## src/rtl/lsu_pkg.sv

```systemverilog
// Shared types and constants for the load/store unit.
package lsu_pkg;

  localparam int DATA_W   = 16;
  localparam int WAIT_DEF = 0;

  typedef enum logic [1:0] {
    IDLE   = 2'd0,
    ACCESS = 2'd1,
    RESP   = 2'd2
  } lsu_state_t;

endpackage

```

## src/rtl/load_extend.sv

```systemverilog
// Selects the addressed byte of a memory read and sign/zero extends it.
module load_extend
  import lsu_pkg::*;
(
  input  logic [DATA_W-1:0] i_data,
  input  logic              i_byte,
  input  logic              i_signed,
  output logic [DATA_W-1:0] o_result
);

  logic [7:0] w_b;

  assign w_b = i_data[15:8];

  always_comb begin
    o_result = i_data;
    if (i_byte) begin
      o_result = i_signed ? {{8{w_b[7]}}, w_b}
                          : {8'h00, w_b};
    end
  end

endmodule

```

## src/rtl/load_store_unit.sv

```systemverilog
// Memory-access stage: sequences dataMemory strobes, one response per request.
// Define LSU_ALIGN_CHECK_EN to reject odd-address word accesses.
module load_store_unit
  import lsu_pkg::*;
#(
  parameter int WAIT_CYCLES = WAIT_DEF,
  parameter int TAG_W       = 4
) (
  input  logic              clk,
  input  logic              reset_n,
  input  logic              req_valid,
  output logic              req_ready,
  input  logic              req_write,
  input  logic              req_byte,
  input  logic              req_signed,
  input  logic [DATA_W-1:0] req_addr,
  input  logic [DATA_W-1:0] req_wdata,
  input  logic [TAG_W-1:0]  req_rd,
  output logic              rsp_valid,
  output logic              rsp_load,
  output logic [DATA_W-1:0] rsp_rdata,
  output logic [TAG_W-1:0]  rsp_rd,
  output logic              rsp_err,
  output logic              memoryRead,
  output logic              memoryWrite,
  output logic              sb,
  output logic [DATA_W-1:0] address,
  output logic [DATA_W-1:0] dataWrite,
  input  logic [DATA_W-1:0] dataRead
);

  localparam int CNT_W =
    (WAIT_CYCLES < 2) ? 1 : $clog2(WAIT_CYCLES + 1);

  lsu_state_t       r_state;
  logic             r_write;
  logic             r_byte;
  logic             r_signed;
  logic [TAG_W-1:0] r_rd;
  logic [CNT_W-1:0] r_cnt;

  logic              w_accept;
  logic              w_misalign;
  logic [DATA_W-1:0] w_ext;

  assign w_accept = req_valid & req_ready;

`ifdef LSU_ALIGN_CHECK_EN
  assign w_misalign = ~req_byte & req_addr[0];
`else
  assign w_misalign = 1'b0;
`endif

  load_extend u_ext (
    .i_data   (dataRead),
    .i_byte   (r_byte),
    .i_signed (r_signed),
    .o_result (w_ext)
  );

  always_ff @(posedge clk or negedge reset_n) begin
    if (!reset_n) begin
      r_state     <= IDLE;
      r_write     <= 1'b0;
      r_byte      <= 1'b0;
      r_signed    <= 1'b0;
      r_rd        <= '0;
      r_cnt       <= '0;
      req_ready   <= 1'b1;
      rsp_valid   <= 1'b0;
      rsp_load    <= 1'b0;
      rsp_rdata   <= '0;
      rsp_rd      <= '0;
      rsp_err     <= 1'b0;
      memoryRead  <= 1'b0;
      memoryWrite <= 1'b0;
      sb          <= 1'b0;
      address     <= '0;
      dataWrite   <= '0;
    end else begin
      rsp_valid <= 1'b0;
      rsp_err   <= 1'b0;
      unique case (r_state)
        IDLE, RESP: begin
          req_ready   <= 1'b1;
          memoryRead  <= 1'b0;
          memoryWrite <= 1'b0;
          sb          <= 1'b0;
          address     <= '0;
          dataWrite   <= '0;
          r_state     <= IDLE;
          if (w_accept) begin
            r_write  <= req_write;
            r_byte   <= req_byte;
            r_signed <= req_signed;
            r_rd     <= req_rd;
            r_cnt    <= CNT_W'(WAIT_CYCLES);
            if (w_misalign) begin
              r_state   <= RESP;
              rsp_valid <= 1'b1;
              rsp_err   <= 1'b1;
              rsp_load  <= 1'b0;
              rsp_rdata <= '0;
              rsp_rd    <= req_rd;
            end else begin
              r_state     <= ACCESS;
              req_ready   <= 1'b0;
              address     <= req_addr;
              memoryRead  <= ~req_write;
              memoryWrite <= req_write;
              sb          <= req_write & req_byte;
              if (req_write) begin
                dataWrite <= req_byte
                  ? {8'h00, req_wdata[7:0]}
                  : req_wdata;
              end
            end
          end
        end
        ACCESS: begin
          r_cnt <= r_cnt - CNT_W'(1);
          // last strobe cycle: capture data, drop strobes
          if (r_cnt == '0) begin
            r_state     <= RESP;
            req_ready   <= 1'b1;
            memoryRead  <= 1'b0;
            memoryWrite <= 1'b0;
            sb          <= 1'b0;
            address     <= '0;
            dataWrite   <= '0;
            rsp_valid   <= 1'b1;
            rsp_load    <= ~r_write;
            rsp_rd      <= r_rd;
            rsp_rdata   <= r_write ? '0 : w_ext;
          end
        end
        default: r_state <= IDLE;
      endcase
    end
  end

endmodule

```

## config.mk

```make
export PLATFORM = sky130hd
export DESIGN_NAME = load_store_unit
export DESIGN_NICKNAME = d
export VERILOG_FILES = /design/src/rtl/lsu_pkg.sv /design/src/rtl/load_extend.sv /design/src/rtl/load_store_unit.sv
export SDC_FILE = /design/constraint.sdc
export NUM_CORES = 1
export LEC_CHECK = 0
export ABC_CLOCK_PERIOD_IN_PS = 1500
export BUFFER_PORTS_ARGS = -buffer_cell sky130_fd_sc_hd__buf_2
export CORE_MARGIN = 5
export CORE_UTILIZATION = 25
export CTS_BUF_LIST = sky130_fd_sc_hd__clkbuf_4
export DETAILED_ROUTE_END_ITERATION = 6
export GPL_TIMING_DRIVEN = 0
export PLACE_DENSITY = 0.54
export SYNTH_ARGS = -nofsm -noshare
export SYNTH_HDL_FRONTEND = slang
export SYNTH_SLANG_ARGS = --single-unit
```

## constraint.sdc

```tcl
create_clock -name clk -period 1.5 [get_ports clk]
set_input_delay 0.225 -clock clk [delete_from_list [all_inputs] [get_ports clk]]
set_output_delay 0.225 -clock clk [all_outputs]
set_load 0.01 [all_outputs]
```

==> flow_summary.yaml <==
outcome:
  status: "finished clean"
yosys:
  synthSimpleGateAreaFrac: 0.0632
  synth_nets: 259
  ys_seq_area_frac: 0.646
  synth_compound_area_frac: 0.173
  synth_mux_area_frac: 0.0774
  syn_area_per_cell_um2: 13.1
  yosys.area_share.adder: 0
  yosys_warnings: 0
  syn_inst: 201
  synth_cell_types: 25
  synth_xor_area_frac: 0
  synth_top_family_by_area: "compound AO/OA/AOI/OAI gates"
  syn-cell-area_um2: 2640
  ys_ff_latch: 68
run:
  maxCapViolations: 0
power:
  power.switching_fraction: 0.367
  max-vdd-ir-drop_mv: 0.641
  power_density_nw_per_um2: 1700
  intPower_mw: 4.06
  p_leak_nw: 2.04
  power.net_switching_mw: 2.36
  p_comb_frac: 0.419
  power.share.clock: 0.152
  sequentialPowerShare: 0.428
sta:
  min_period_over_period: 0.990
  finalHoldViolations: 0
  drv_slew: 0
  clock_skew_ns: 0.0187
  worst_slack_ns: 0.0156
  worstMarginPinSlew_ns: 0.867
  slew_headroom: 0.422
  fmax_ghz: 0.674
  rsz0062_at_grt: "true"
  period_minus_slack_ns: 1.48
  finalSetupViolCount: 0
floorplanning:
  rows: 37
  chipWidth_um: 113
  coreArea_um2: 10300
  die-area_um2: 12700
  boundaryPins: 117
  start_util: 0.255
  die_h_um: 113
clocking:
  htreeDepth: 3
  clkTransAtPathRegs_ns: 0.12
  tritoncts: "yes"
  clk_latency_ns: 0.41
  cts_root_buf: "clkbuf_4"
  cts_buffers: 9
  clkSinkCount: 68
  clock_path_buffers: 2
worst_setup_path:
  crit_arrival_ns: 1.78
  required_ns: 1.80
  r2r_slack_ns: 0.02
  path_class: "flip-flop to flip-flop"
  worstPathMaxFanout: 6
  cp-end-kind: "flip-flop"
  startpoint_type: "flip-flop"
  crit_chain: "or3b_1 -> buf_6 -> buf_12 -> mux2_4"
  critical-path-max-stage-delay_ns: 0.41
  crit_path_top_delay_cell: "dfrtp_1"
layout:
  drive_gt1_frac: 0.452
  regArea_um2: 1700
  nets: 408
  syn2layout_area_growth_pct: 43.2
  fillers: 1054
  final_area_um2: 3770
  multi_input_area_um2: 843
route:
  num_vias: 2132
  drc: 0
  drt-initial-drc-count: 66
  ant_nets: 0
  dr.pass1.iters: 4
  wl_per_cell_um: 14.9
  viasPerCell: 4.34
  finalWirelength_um: 7320
place:
  place_area_um2: 3380
  hpwl_um: 5190
  place_congestion: 0.795
  place_ws_ns: -0.329
  port_buffers: 115
global_route:
  grt_overflow: 0
  grt_antenna_before_repair: 1
  grt_first_pass_wirelength_um: 12000
  grtUsageMet3: 0.0361
  grt_pass1_vias: 2306
  grt_max_degree: 69
  grt_most_used_layer: "met2"
  met1_usage: 0.156
  track_usage: 0.120
  met2_usage: 0.188
min_path:
  holdCritPathClass: "input port to flip-flop"
synth_stat cells:
master,instances,area (um2)
mux2_4,3,45.0
buf_6,2,22.5
mux2_2,7,78.8
nand2b_1,2,12.5
nand3_1,1,5.00
o31ai_1,15,113
dfrtp_1,67,1680
nor2_1,8,30.0
a22o_1,33,289
o21ai_0,4,20.0
conb_1,1,3.75
o21a_1,1,7.51
and4b_1,1,10.0
nand2_1,21,78.8
or3b_1,1,8.76
nand3b_1,2,15.0
buf_2,6,30.0
a21o_1,3,22.5
inv_1,4,15.0
a21oi_1,1,5.00
mux2i_1,8,80.1
clkbuf_1,7,26.3
buf_4,1,7.51
dfstp_2,1,26.3
nor2b_1,1,6.26
metrics by stage:
| stage | hold WS [ns] | power (mW) | util | cells | setup TNS, ns |
|---|---|---|---|---|---|
| 6_report | 0.0377 | 6.42 | 0.365 | 491 | 0 |
| 5_1_grt | -0.0000939 | 6.96 | 0.365 | 491 | -0.631 |
| 2_1_floorplan | -0.0706 | 4.28 | - | 201 | 0 |
| 3_5_place_dp | 0.412 | 5.30 | 0.328 | 452 | -4.74 |
| 3_3_place_gp | 0.441 | 5.25 | 0.327 | 452 | -13.76 |
| 4_1_cts | 0.000764 | 6.43 | 0.358 | 485 | -0.0195 |
layout by cell type (no fill, tap or decap), drive strengths merged, types with 2 or more instances in the layout:
cell	instances
dfrtp	67
inv	4
o31ai	15
a21o	3
mux2i	8
a22o	33
nand2b	2
dlygate4sd3	20
nor2	8
o21ai	4
mux2	10
nand2	21
clkinv	4
clkbuf	17
buf	128
nand3b	2
flip-flops by register name, summed over array words and instances, names as in the netlist, 2 cells and up:
name and count:
rsp_rd 4, r_state 2, address 16, r_rd 4, dataWrite 16, rsp_rdata 16
timing repair:
action,4_1_cts,5_1_grt
gates cloned,0,1
endpoints found under the hold margin,84,2
hold buffers,18,2
buffers inserted,2,2
setup endpoints to repair,52,17
pin swaps,1,1
resized for setup,10,5
cell type report:
cell class / count / share of cell area
flip-flops and latches: 68 / 0.452
multi-input cells: 113 / 0.224
repair buffers: 140 / 0.221
well taps: 136 / 0.0451
plain buffers: 14 / 0.0275
clock buffers: 11 / 0.0219
clock inverters: 4 / 0.00464
inverters: 4 / 0.00398
diodes: 1 / 0.000663
worst paths after layout:
check / endpoint / from / cells after the start
hold reg to reg: memoryRead$_DFFE_PN0P_ / memoryRead$_DFFE_PN0P_ / 2
min in group asynchronous: r_rd[2]$_DFFE_PN0P_ / reset_n / 2
hold / removal: address[2]$_DFFE_PN0P_ / req_addr[2] / 2
setup reg to reg: rsp_rd[3]$_DFFE_PN0P_ / r_cnt$_DFFE_PN0P_ / 4
setup / recovery: rsp_rd[3]$_DFFE_PN0P_ / r_cnt$_DFFE_PN0P_ / 4
max in group asynchronous: r_state[0]$_DFFE_PN0P_ / reset_n / 2
power by group through the flow:
stage | registers (mW) | clock network [mW] | logic (mW)
6_report | 2.75 | 0.979 | 2.69
2_1_floorplan | 2.97 | 0 | 1.31
5_1_grt | 2.84 | 1.14 | 2.98
4_1_cts | 2.76 | 1.05 | 2.62
3_3_place_gp | 2.77 | 0 | 2.47
3_5_place_dp | 2.79 | 0 | 2.50
cells by family after synthesis:
kind of cell / after synthesis
AO/OA/AOI/OAI: 57
buffers and inverters: 20
flip-flops: 68
multiplexers: 18
other: 1
AND/OR/NAND/NOR: 37
worst max-delay path, delay by kind of cell (launching register included):
family	cells	cell delay [ns]
flops	1	0.41
buf+inv	2	0.28
mux	1	0.28
simple gates	1	0.41
routing by layer:
metal / share of wire / vias to the layer above
li1: - / 1022
met1: 0.44 / 1040
met2: 0.48 / 63
met3: 0.066 / 7
met4: 0.014 / 0
met5: 0 / -
Note: power is estimated with default switching activity, not from simulation.
